**src/rtl/sram_lsu_pkg.sv**
```systemverilog
// Shared types and parameter checks for the core-to-SRAM load/store bridge.
package sram_lsu_pkg;

  localparam int RD_LATENCY_MAX = 4;

  typedef struct packed {
    logic valid;
    logic we;
    logic err;
  } resp_entry_t;

  typedef enum logic {
    ERR_ARMED = 1'b0,
    ERR_HELD  = 1'b1
  } err_state_e;

  function automatic bit params_legal(int data_width, int addr_width, int mem_words,
                                      int rd_latency);
    int offs;
    offs = $clog2(data_width / 8);
    return (data_width >= 8) && (data_width % 8 == 0) &&
           (mem_words >= 2) && ((mem_words & (mem_words - 1)) == 0) &&
           (addr_width >= $clog2(mem_words) + offs) &&
           (rd_latency >= 1) && (rd_latency <= RD_LATENCY_MAX);
  endfunction

endpackage

```
**src/rtl/sram_lsu_resp_pipe.sv**
```systemverilog
// Fixed-depth shift register carrying response tags alongside the SRAM read latency.
module sram_lsu_resp_pipe
  import sram_lsu_pkg::*;
#(
  parameter int DEPTH = 1
) (
  input  logic        clk_i,
  input  logic        rst_ni,
  input  resp_entry_t push_i,
  output resp_entry_t head_o
);

  resp_entry_t stage_q [DEPTH];

  always_ff @(posedge clk_i or negedge rst_ni) begin
    if (!rst_ni) begin
      for (int i = 0; i < DEPTH; i++) stage_q[i] <= '0;
    end else begin
      stage_q[0] <= push_i;
      for (int i = 1; i < DEPTH; i++) stage_q[i] <= stage_q[i-1];
    end
  end

  assign head_o = stage_q[DEPTH-1];

endmodule

```
**src/rtl/sram_lsu_bridge.sv**
```systemverilog
// Pipelined req/gnt/rvalid bridge to a single-port SRAM with fixed read latency,
// out-of-range error responses and first-error address capture.
module sram_lsu_bridge
  import sram_lsu_pkg::*;
#(
  parameter int DATA_WIDTH = 32,
  parameter int ADDR_WIDTH = 32,
  parameter int MEM_WORDS  = 1024,
  parameter int RD_LATENCY = 1,
  localparam int BW        = DATA_WIDTH / 8,
  localparam int IW        = $clog2(MEM_WORDS)
) (
  input  logic                  clk_i,
  input  logic                  rst_ni,
  input  logic                  data_req_i,
  output logic                  data_gnt_o,
  input  logic                  data_we_i,
  input  logic [BW-1:0]         data_be_i,
  input  logic [ADDR_WIDTH-1:0] data_addr_i,
  input  logic [DATA_WIDTH-1:0] data_wdata_i,
  output logic                  data_rvalid_o,
  output logic [DATA_WIDTH-1:0] data_rdata_o,
  output logic                  data_err_o,
  input  logic                  mem_ready_i,
  output logic                  CE,
  output logic                  WE,
  output logic [BW-1:0]         BE,
  output logic [IW-1:0]         A,
  output logic [DATA_WIDTH-1:0] D,
  input  logic [DATA_WIDTH-1:0] Q,
  output logic                  err_valid_o,
  output logic [ADDR_WIDTH-1:0] err_addr_o,
  input  logic                  err_clr_i
);

  localparam int OFFS = $clog2(BW);

  if (!params_legal(DATA_WIDTH, ADDR_WIDTH, MEM_WORDS, RD_LATENCY)) begin : g_bad_params
    $error("sram_lsu_bridge: illegal parameter combination");
  end

  logic [ADDR_WIDTH-1:0] widx;
  logic                  in_range;
  logic                  sram_sel;
  logic                  err_grant;
  resp_entry_t           push_entry;
  resp_entry_t           head_entry;
  err_state_e            err_state_q;

  assign widx       = data_addr_i >> OFFS;
  assign in_range   = (widx < ADDR_WIDTH'(MEM_WORDS));
  assign data_gnt_o = data_req_i & mem_ready_i;
  assign sram_sel   = data_gnt_o & in_range;
  assign err_grant  = data_gnt_o & ~in_range;

  // SRAM strobes are held at zero whenever the macro is not selected.
  assign CE = sram_sel;
  assign WE = sram_sel & data_we_i;
  assign BE = sram_sel ? data_be_i : '0;
  assign A  = sram_sel ? widx[IW-1:0] : '0;
  assign D  = sram_sel ? data_wdata_i : '0;

  assign push_entry.valid = data_gnt_o;
  assign push_entry.we    = data_gnt_o & data_we_i;
  assign push_entry.err   = err_grant;

  sram_lsu_resp_pipe #(
    .DEPTH (RD_LATENCY)
  ) u_resp_pipe (
    .clk_i  (clk_i),
    .rst_ni (rst_ni),
    .push_i (push_entry),
    .head_o (head_entry)
  );

  assign data_rvalid_o = head_entry.valid;
  assign data_err_o    = head_entry.valid & head_entry.err;
  assign data_rdata_o  = (head_entry.valid && !head_entry.we && !head_entry.err) ? Q : '0;

  // A clear coinciding with a new error re-arms and captures in the same cycle.
  always_ff @(posedge clk_i or negedge rst_ni) begin
    if (!rst_ni) begin
      err_state_q <= ERR_ARMED;
      err_addr_o  <= '0;
    end else begin
      case (err_state_q)
        ERR_ARMED: begin
          if (err_grant) begin
            err_state_q <= ERR_HELD;
            err_addr_o  <= data_addr_i;
          end
        end
        ERR_HELD: begin
          if (err_clr_i && err_grant) begin
            err_addr_o <= data_addr_i;
          end else if (err_clr_i) begin
            err_state_q <= ERR_ARMED;
            err_addr_o  <= '0;
          end
        end
        default: begin
          err_state_q <= ERR_ARMED;
          err_addr_o  <= '0;
        end
      endcase
    end
  end

  assign err_valid_o = (err_state_q == ERR_HELD);

endmodule

```
**config.mk**
```make
export PLATFORM = sky130hd
export DESIGN_NAME = sram_lsu_bridge
export DESIGN_NICKNAME = d
export VERILOG_FILES = /design/src/rtl/sram_lsu_pkg.sv /design/src/rtl/sram_lsu_resp_pipe.sv /design/src/rtl/sram_lsu_bridge.sv
export SDC_FILE = /design/constraint.sdc
export NUM_CORES = 1
export LEC_CHECK = 0
export BUFFER_PORTS_ARGS = -buffer_cell sky130_fd_sc_hd__buf_2
export CAP_MARGIN = 25
export CORE_AREA = 2 2 86 88
export CTS_CLUSTER_DIAMETER = 40
export DETAILED_ROUTE_END_ITERATION = 16
export DIE_AREA = 0 0 88 90
export PLACE_DENSITY = 0.68
export SLEW_MARGIN = 20
export SYNTH_ARGS = -nofsm -noshare
export SYNTH_HDL_FRONTEND = slang
export SYNTH_SLANG_ARGS = --single-unit
```
**constraint.sdc**
```tcl
create_clock -name clk_i -period 3.4 [get_ports clk_i]
set_clock_uncertainty 0.1 [all_clocks]
set_input_delay 0.17 -clock clk_i [delete_from_list [all_inputs] [get_ports clk_i]]
set_output_delay 0.17 -clock clk_i [all_outputs]
set_load 0.005 [all_outputs]
```
-- Word level (Yosys, flattened, before mapping)
Cells that the tools add are included.
- register bits after elaboration: 36
- word-level logic and storage cells: 34
- bits of input ports: 106
- output and inout port bits: 116
- equality and inequality tests: 2
- reductions and logical operators: 6
- multiplexer cells: 12
- bitwise logic cells: 8
- order comparisons: 1
- operator list (operator ; count):
    $mux 32 ; 5
    $pmux 32 s2 ; 1
    $lt 30x11->1 const B ; 1
    $mux 10 ; 1
    $and 1x1->1 ; 6
    $mux 4 ; 1
    $logic_and 1x1->1 ; 3
    $mux 1 ; 3
    $ne 3x2->1 const B ; 1
    $logic_not 1->1 ; 2
    $ne 2x2->1 const B ; 1
    $not 1->1 ; 2
    $pmux 1 s2 ; 1
    $reduce_and 2->1 ; 1

-- Longest topological paths before layout
Gate-level depths: netlist of run 1.
- word-level depth: 6
- mapped depth: 6
- mapped depth without buffers: 4

-- Cells and area by module
Synthesis of run 1 repeated with hierarchy kept, for this count alone.
- cell total of the unflattened synthesis: 182
- area total of the unflattened synthesis: 1915.6 um^2
- by module, submodules not included (module ; area an instance (um^2) ; cells an instance ; times used):
    sram_lsu_bridge ; 1840.5 ; 179 ; 1
    sram_lsu_resp_pipe ; 75.1 ; 3 ; 1

-- Worst setup path before layout of run 1
OpenSTA, ideal clock, no wires.
- path type: input-to-output
- start: input port data_addr_i[26]
- end: output port A[1]
- arrival: 1.311 ns
- path slack: 1.819 ns
- cell stages on the path: 6
- cell sequence: nor4_1 > nand4_1 > nor3_2 > buf_4 > buf_2 > and2_1
- word-level cells in the longest chain between the ends: 3
- ends and longest elaborated chain (item ; RTL line ; text):
    start, declared ; sram_lsu_bridge.sv:19 ; input logic [ADDR_WIDTH-1:0] data_addr_i,
    $lt 30x11->1 ; sram_lsu_bridge.sv:51 ; assign in_range = (widx < ADDR_WIDTH'(MEM_WORDS));
    $and 1x1->1 ; sram_lsu_bridge.sv:53 ; assign sram_sel = data_gnt_o & in_range;
    $mux 10 ; sram_lsu_bridge.sv:60 ; assign A = sram_sel ? widx[IW-1:0] : '0;
    end, declared ; sram_lsu_bridge.sv:28 ; output logic [IW-1:0] A,
Every way passes these cells.

-- Worst setup path in the final report of run 1
- start: input port data_addr_i[26]
- end: output port D[10]
- word-level cells in the longest chain between the ends: 3
- ends and longest elaborated chain (item ; RTL line ; text):
    $lt 30x11->1 ; sram_lsu_bridge.sv:51 ;
    $and 1x1->1 ; sram_lsu_bridge.sv:53 ;
    $mux 32 ; sram_lsu_bridge.sv:61 ; assign D = sram_sel ? data_wdata_i : '0;
    end, declared ; sram_lsu_bridge.sv:29 ; output logic [DATA_WIDTH-1:0] D,
Every way passes these cells.

==> results of run 1 <==
==> per-stage QoR <==
step / std cells / cell area (um2)
3_5_place_dp: 492 / 3100
2_1_floorplan: 182 / 1920
6_report: 503 / 3260
4_1_cts: 502 / 3250
5_1_grt: 503 / 3260
3_3_place_gp: 492 / 3100
==> layout make-up <==
type                    count  area [um2]
clock buffers               7        96.3
clock inverters             1        30.0
fillers                   688        3760
inverters                   1        3.75
multi-input cells         131         937
flip-flops and latches     36         901
well taps                  99         124
repair buffers            228        1170
==> sequential cells by signal (all words and copies together) (netlist names) <==
register / count
err_addr_o: 32
u_resp_pipe.head_o: 3
err_valid_o: 1
==> worst max-delay path, stage by stage <==
cell and delay (ns):
buf_2 0.10, nor4_1 0.38, nand4_1 0.37, nor3_4 0.24, buf_4 0.34, and2_1 0.20, buf_2 0.12
==> path summary, 6_finish.rpt <==
check,endpoint,slack (ns)
worst max register to register,err_addr_o[5],1.66
min in group asynchronous,err_addr_o[16],0.39
max in group asynchronous,u_resp_pipe.head_o[0],2.31
worst min-delay path,err_addr_o[10],0.01
worst min register to register,err_addr_o[16],0.41
worst max-delay path,D[10],1.19
==> cells in the mapped netlist <==
library cell and number:
clkbuf_1 5, or4_4 1, nor2_1 2, nor3b_1 1
nand4_1 1, buf_6 3, nor4_1 4, dfrtp_1 36
nand2_1 2, buf_4 1, o31ai_4 1, a22o_2 10
nor3_2 1, and2_1 80, nand2b_1 1, o21a_1 1
a22o_1 22, inv_1 1, nor2b_1 1, o21ai_0 2
buf_2 5, and3_1 1
==> cell families (layout without fill, tap and decap cells) <==
group | count (synthesis) | in the layout
flip-flops | 36 | 36
AND/OR/NAND/NOR | 95 | 95
buffers and inverters | 15 | 237
AO/OA/AOI/OAI | 36 | 36
==> where the power goes <==
group / total (W) / switching [W] / internal, W / leakage [nW]
Combinational: 0.000248 / 0.000103 / 0.000145 / 1.47
Sequential: 0.000516 / 0.0000327 / 0.000483 / 0.462
Clock: 0.000408 / 0.000149 / 0.000259 / 0.0645
==> placed cells by master (no fill, tap or decap) <==
cell type,count
a22o_1,22
a22o_2,10
and2_1,80
and3_1,1
buf_2,221
buf_4,4
bufinv_16,1
clkbuf_8,7
dfrtp_1,36
dlygate4sd3_1,3
inv_1,1
nand2_1,2
nand2b_1,1
nand4_1,1
nor2_1,2
nor2b_1,1
nor3_4,1
nor3b_2,1
nor4_1,4
o21a_1,1
o21ai_0,2
o31ai_4,1
or4_4,1
==> routing by layer <==
layer	vias up	share of wire, %
li1	1061	-
met1	957	40
met2	120	49
met3	11	8.8
met4	0	1.8
met5	-	0
==> repair_timing <==
| action | CTS | global route |
|---|---|---|
| hold buffers | 2 | 1 |
| resized for setup | 0 | 0 |
| endpoints found under the hold margin | 37 | 1 |
==> metrics.md, run 1 <==
| Metric | Value |
|---|---|
| Post-Synth Simple-Gate Area | 31.0% |
| Critical Path Start | data_addr_i[26] |
| Clk slew on worst S/H paths | 0.07 ns |
| Clock Latency Late Sink | 0.28 ns |
| Initial antenna violation count | 0 |
| XOR/XNOR share of the synthesized area | 0% |
| CP required | 3.13 ns |
| Post-synthesis compound-gate area fraction | 17.3% |
| Crit path max fanout | 47 |
| Final worst setup slack | 1.19 ns |
| DR vias | 2,149 |
| Post-Synthesis Cell Area | 1920 um2 |
| Pleak | 1.99 nW |
| CTS tree | yes |
| Final net count | 509 |
| Antenna-violating nets left | 0 |
| WHS | 0.0108 ns |
| Hpwl dp | 5140 um |
| Number of global-route vias before repair | 2,019 |
| RSZ-0062 raised after global routing | false |
| Tot GR Track Use | 15.3% |
| VDD IR max | 0.000218 V |
| Hold path start | data_addr_i[10] |
| #FFs+latches synth | 36 |
| Setup TNS | 0 ns |
| Max Cap Viol | 0 |
| Crit Reg-Reg Startpoint | err_valid_o |
| Setup violators final | 0 |
| Layout Area Growth over Synthesis | 70.1% |
| Root buf cell | clkbuf_8 |
| 1st-iter DRT viols | 38 |
| Largest net degree at the start of global routing | 48 |
| TritonCTS buffer count | 5 |
| Worst reg2reg path depth | 5 |
| Min Clock Period, post-route | 2.21 ns |
| Pre-CTS setup slack | 1.09 ns |
| Die ar. | 7920 um2 |
| Core Util, Final | 46.4% |
| Worst hold path stage count | 2 |
| Placeable Area | 7020 um2 |
| Synth area leader | dfrtp_1 |
| Worst Max-Slew Pin Slew | 0.783 ns |
| Busiest layer in global routing | met2 |
| H-tree levels | 2 |
| Antenna cells | 0 |
| Cell Pwr Density | 360 nW/um2 |
| Sequential area share after synthesis | 47.0% |
| Post-route DRC violation count | 0 |
| Status | completed |
| Setup Buffers After CTS | 0 |
| CTS sink count | 36 |
| Fin. max-slew vios | 0 |
| Critical path data arrival time | 1.94 ns |
| Synth top area share | 47.0% |
| Die width | 88 um |
| Synth warn | 0 |
| Top-level port count | 222 |
| Final Power | 0.00117 W |
| Hold Vio Cnt, Final | 0 |
| Post-Synthesis Cells | 182 |
| Synth unique cells | 22 |
| Setup CP Type | in -> out |
| FMAX | 453 MHz |
| TritonRoute pass-1 iters | 4 |
| Die extent in y | 90 um |
| Crit. End Element | output pin |
| Worst min path class | in -> reg |
| GR Layer Usage met2 | 26.8% |
| CP startpoint kind | input port |
| Adder-Cell Fraction of Synth Area | 0% |
| Std-Cell Rows | 31 |
| Largest cells by area after synthesis | dfrtp_1 47%, and2_1 26%, a22o_1 10%, a22o_2 5.2%, buf_6 1.8% |
| Max_slew headroom | 47.8% |
| Avg Inst Size Synth | 10.5 um2 |
| Drt total wl | 6480 um |
| Grt ovf | 0 |
| Period utilisation layout | 64.9% |
| Initial Util | 27.3% |
| I/O Buffers | 221 |
| Met1 usage | 18.4% |
| Mux cell area share after synthesis | 0% |
| Global-route wire length before repair | 9630 um |
| Syn nets | 288 |
| CTS Buffer Depth | 2 |
| Share of cells above drive strength 1 | 61.1% |
| Largest family of logic cells by synthesized area | simple AND/OR/NAND/NOR gates |
| Per-cell routed wire length | 12.9 um |
| Placer Congestion | 0.780 |
| GRT met3 Usage | 3.03% |
| Vias per std cell | 4.27 |
Note: power is estimated with default switching activity, not from simulation.
==> run 2, diff against run 1 <==
Clock period 3.4 ns to 2.2 ns, I/O delays scaled along.
==> metrics.md, run 2 (synthesis results as in run 1) <==
| Metric | Value |
|---|---|
| Die width | 88 um (unchanged) |
| Clock Latency Late Sink | 0.28 ns (about the same) |
| Tot GR Track Use | 16.4% (was 15.3%) |
| Share of cells above drive strength 1 | 58.6% (was 61.1%) |
| RSZ-0062 raised after global routing | false (unchanged) |
| Worst Max-Slew Pin Slew | 0.787 ns (was 0.783 ns) |
| VDD IR max | 0.000371 V (was 0.000218 V) |
| TritonRoute pass-1 iters | 4 (unchanged) |
| Antenna-violating nets left | 0 (unchanged) |
| Largest net degree at the start of global routing | 48 (unchanged) |
| Layout Area Growth over Synthesis | 94.0% (was 70.1%) |
| Status | completed (unchanged) |
| Final Power | 0.00187 W (was 0.00117 W) |
| Period utilisation layout | 98.7% |
| Drt total wl | 7570 um (was 6480 um) |
| Setup TNS | 0 ns (unchanged) |
| CTS Buffer Depth | 2 (unchanged) |
| Placed cell count | 492 (unchanged) |
| Worst hold path endpoint | u_resp_pipe.head_o[1] (was err_addr_o[10]) |
| Final net count | 545 (was 509) |
| Antenna cells | 0 (unchanged) |
| Crit Reg-Reg Startpoint | err_valid_o (unchanged) |
| Crit path max fanout | 6 (was 47) |
| Register-to-register setup slack | 0.64 ns (was 1.66 ns) |
| Max reg flops | 32 (unchanged) |
| Setup CP Type | in -> out (unchanged) |
| Initial antenna violation count | 0 (unchanged) |
| Setup violators final | 0 (unchanged) |
| Pre-CTS setup slack | 0.136 ns (was 1.09 ns) |
| Placer Congestion | 0.806 (was 0.780) |
| CP required | 1.99 ns (was 3.13 ns) |
| Top-level port count | 222 (unchanged) |
| Global-route wire length before repair | 10,400 um (was 9630 um) |
| 1st-iter DRT viols | 22 (was 38) |
| Cell Pwr Density | 504 nW/um2 (was 360 nW/um2) |
| Initial Util | 27.3% (unchanged) |
| Min Clock Period, post-route | 2.17 ns |
| Worst min path class | in -> reg (unchanged) |
| H-tree levels | 2 (unchanged) |
| Crit. End Element | output pin (unchanged) |
| CP max-delay cell | dlygate4sd3_1 (was nor4_1) |
| Root buf cell | clkbuf_8 (unchanged) |
| Final worst setup slack | 0.0278 ns (was 1.19 ns) |
| I/O Buffers | 221 (unchanged) |
| Biggest register | err_addr_o (unchanged) |
| Std-Cell Rows | 31 (unchanged) |
| Worst reg2reg path depth | 4 (was 5) |
| Hold Vio Cnt, Final | 0 (unchanged) |
| Post-route DRC violation count | 0 (unchanged) |
| Per-cell routed wire length | 14.0 um (was 12.9 um) |
| Commonest non-fill, non-tap cell in the layout | buf_2 (unchanged) |
| DR vias | 2,349 (was 2,149) |
| Worst hold path stage count | 2 (unchanged) |
| Critical path data arrival time | 1.96 ns (was 1.94 ns) |
| Die ar. | 7920 um2 (unchanged) |
| Max Cap Viol | 0 (unchanged) |
| WHS | 0.0288 ns (was 0.0108 ns) |
| Max_slew headroom | 47.5% (was 47.8%) |
| Pleak | 2.20 nW (was 1.99 nW) |
| Hpwl dp | 5020 um (was 5140 um) |
| CP max stage delay | 0.58 ns (was 0.38 ns) |
| Die extent in y | 90 um (unchanged) |
| CP startpoint kind | input port (unchanged) |
| RR Endpoint | err_addr_o[13] (was err_addr_o[5]) |
| Number of global-route vias before repair | 2,174 (was 2,019) |
| Final non-filler cell total | 539 (was 503) |
| Placeable Area | 7020 um2 (unchanged) |
| Hold path start | mem_ready_i (was data_addr_i[10]) |
| Most frequent cells in the layout | 219 x buf_2, 75 x and2_1, 36 x dfrtp_1 (was 221 x buf_2, 80 x and2_1, 36 x dfrtp_1) |
| CTS sink count | 36 (unchanged) |
| FMAX | 460 MHz |
| TritonCTS buffer count | 5 (unchanged) |
| CTS tree | yes (unchanged) |
| Vias per std cell | 4.36 (was 4.27) |
| Grt ovf | 0 (unchanged) |
| Cell chain of the critical path | dlygate4sd3_1 > or4_4 > nor3_4 > buf_6 > clkbuf_16 > and2_4 > buf_2 (was buf_2 > nor4_1 > nand4_1 > nor3_4 > buf_4 > and2_1 > buf_2) |
| Fin. max-slew vios | 0 (unchanged) |
| Clk slew on worst S/H paths | 0.07 ns (about the same) |
## run 2: critical path, delay by kind of cell
kind / cells / cell delay [ns]
buf+inv: 4 / 1.00
simple gates: 3 / 0.84
## run 2: what timing repair did
item	CTS	global route
buffers inserted	0	3
hold endpoints to repair	68	0
hold buffers	33	0
resized for setup	0	8
endpoints found under the setup margin	0	46
## run 2: stage by stage
step / instance area, um2 / util, %
global route: 3720 / 52.9
global placement: 3130 / 44.5
finish: 3720 / 52.9
CTS: 3580 / 51.0
floorplan: 1920 / -
detailed placement: 3130 / 44.5
## run 2: metal layers
metal | share of wire, % | GRT usage (%) | routed length (um)
met1 | 41 | 19.7 | 3120
met2 | 50 | 29.2 | 3780
met3 | 7.3 | 3.40 | 556
met4 | 1.5 | 4.23 | 113
met5 | 0 | 0 | 0
## run 2: worst max path at each step
stage,start,end,slack [ns],cells past startpoint
2_1_floorplan,err_valid_o,err_addr_o[26],0.71,4
3_3_place_gp,data_addr_i[26],D[10],0.16,7
3_5_place_dp,data_addr_i[26],D[2],0.14,7
4_1_cts,data_addr_i[14],D[2],0.01,7
5_1_grt,data_addr_i[14],D[4],0.004,7
6_report,data_addr_i[14],D[2],0.03,7
## run 2: layout make-up
class / count / area (um2)
Fill cell: 634 / 3300
Timing Repair Buffer: 264 / 1610
Multi-Input combinational cell: 131 / 950
Sequential cell: 36 / 901
Tap cell: 99 / 124
Clock buffer: 7 / 96.3
Clock inverter: 1 / 30.0
Inverter: 1 / 3.75
## run 2: report_power, final
part | internal [W] | leakage (nW) | switching [W]
Combinational | 0.000264 | 1.67 | 0.000175
Sequential | 0.000747 | 0.462 | 0.0000503
Clock | 0.000400 | 0.0645 | 0.000236
Total | 0.00141 | 2.20 | 0.000461
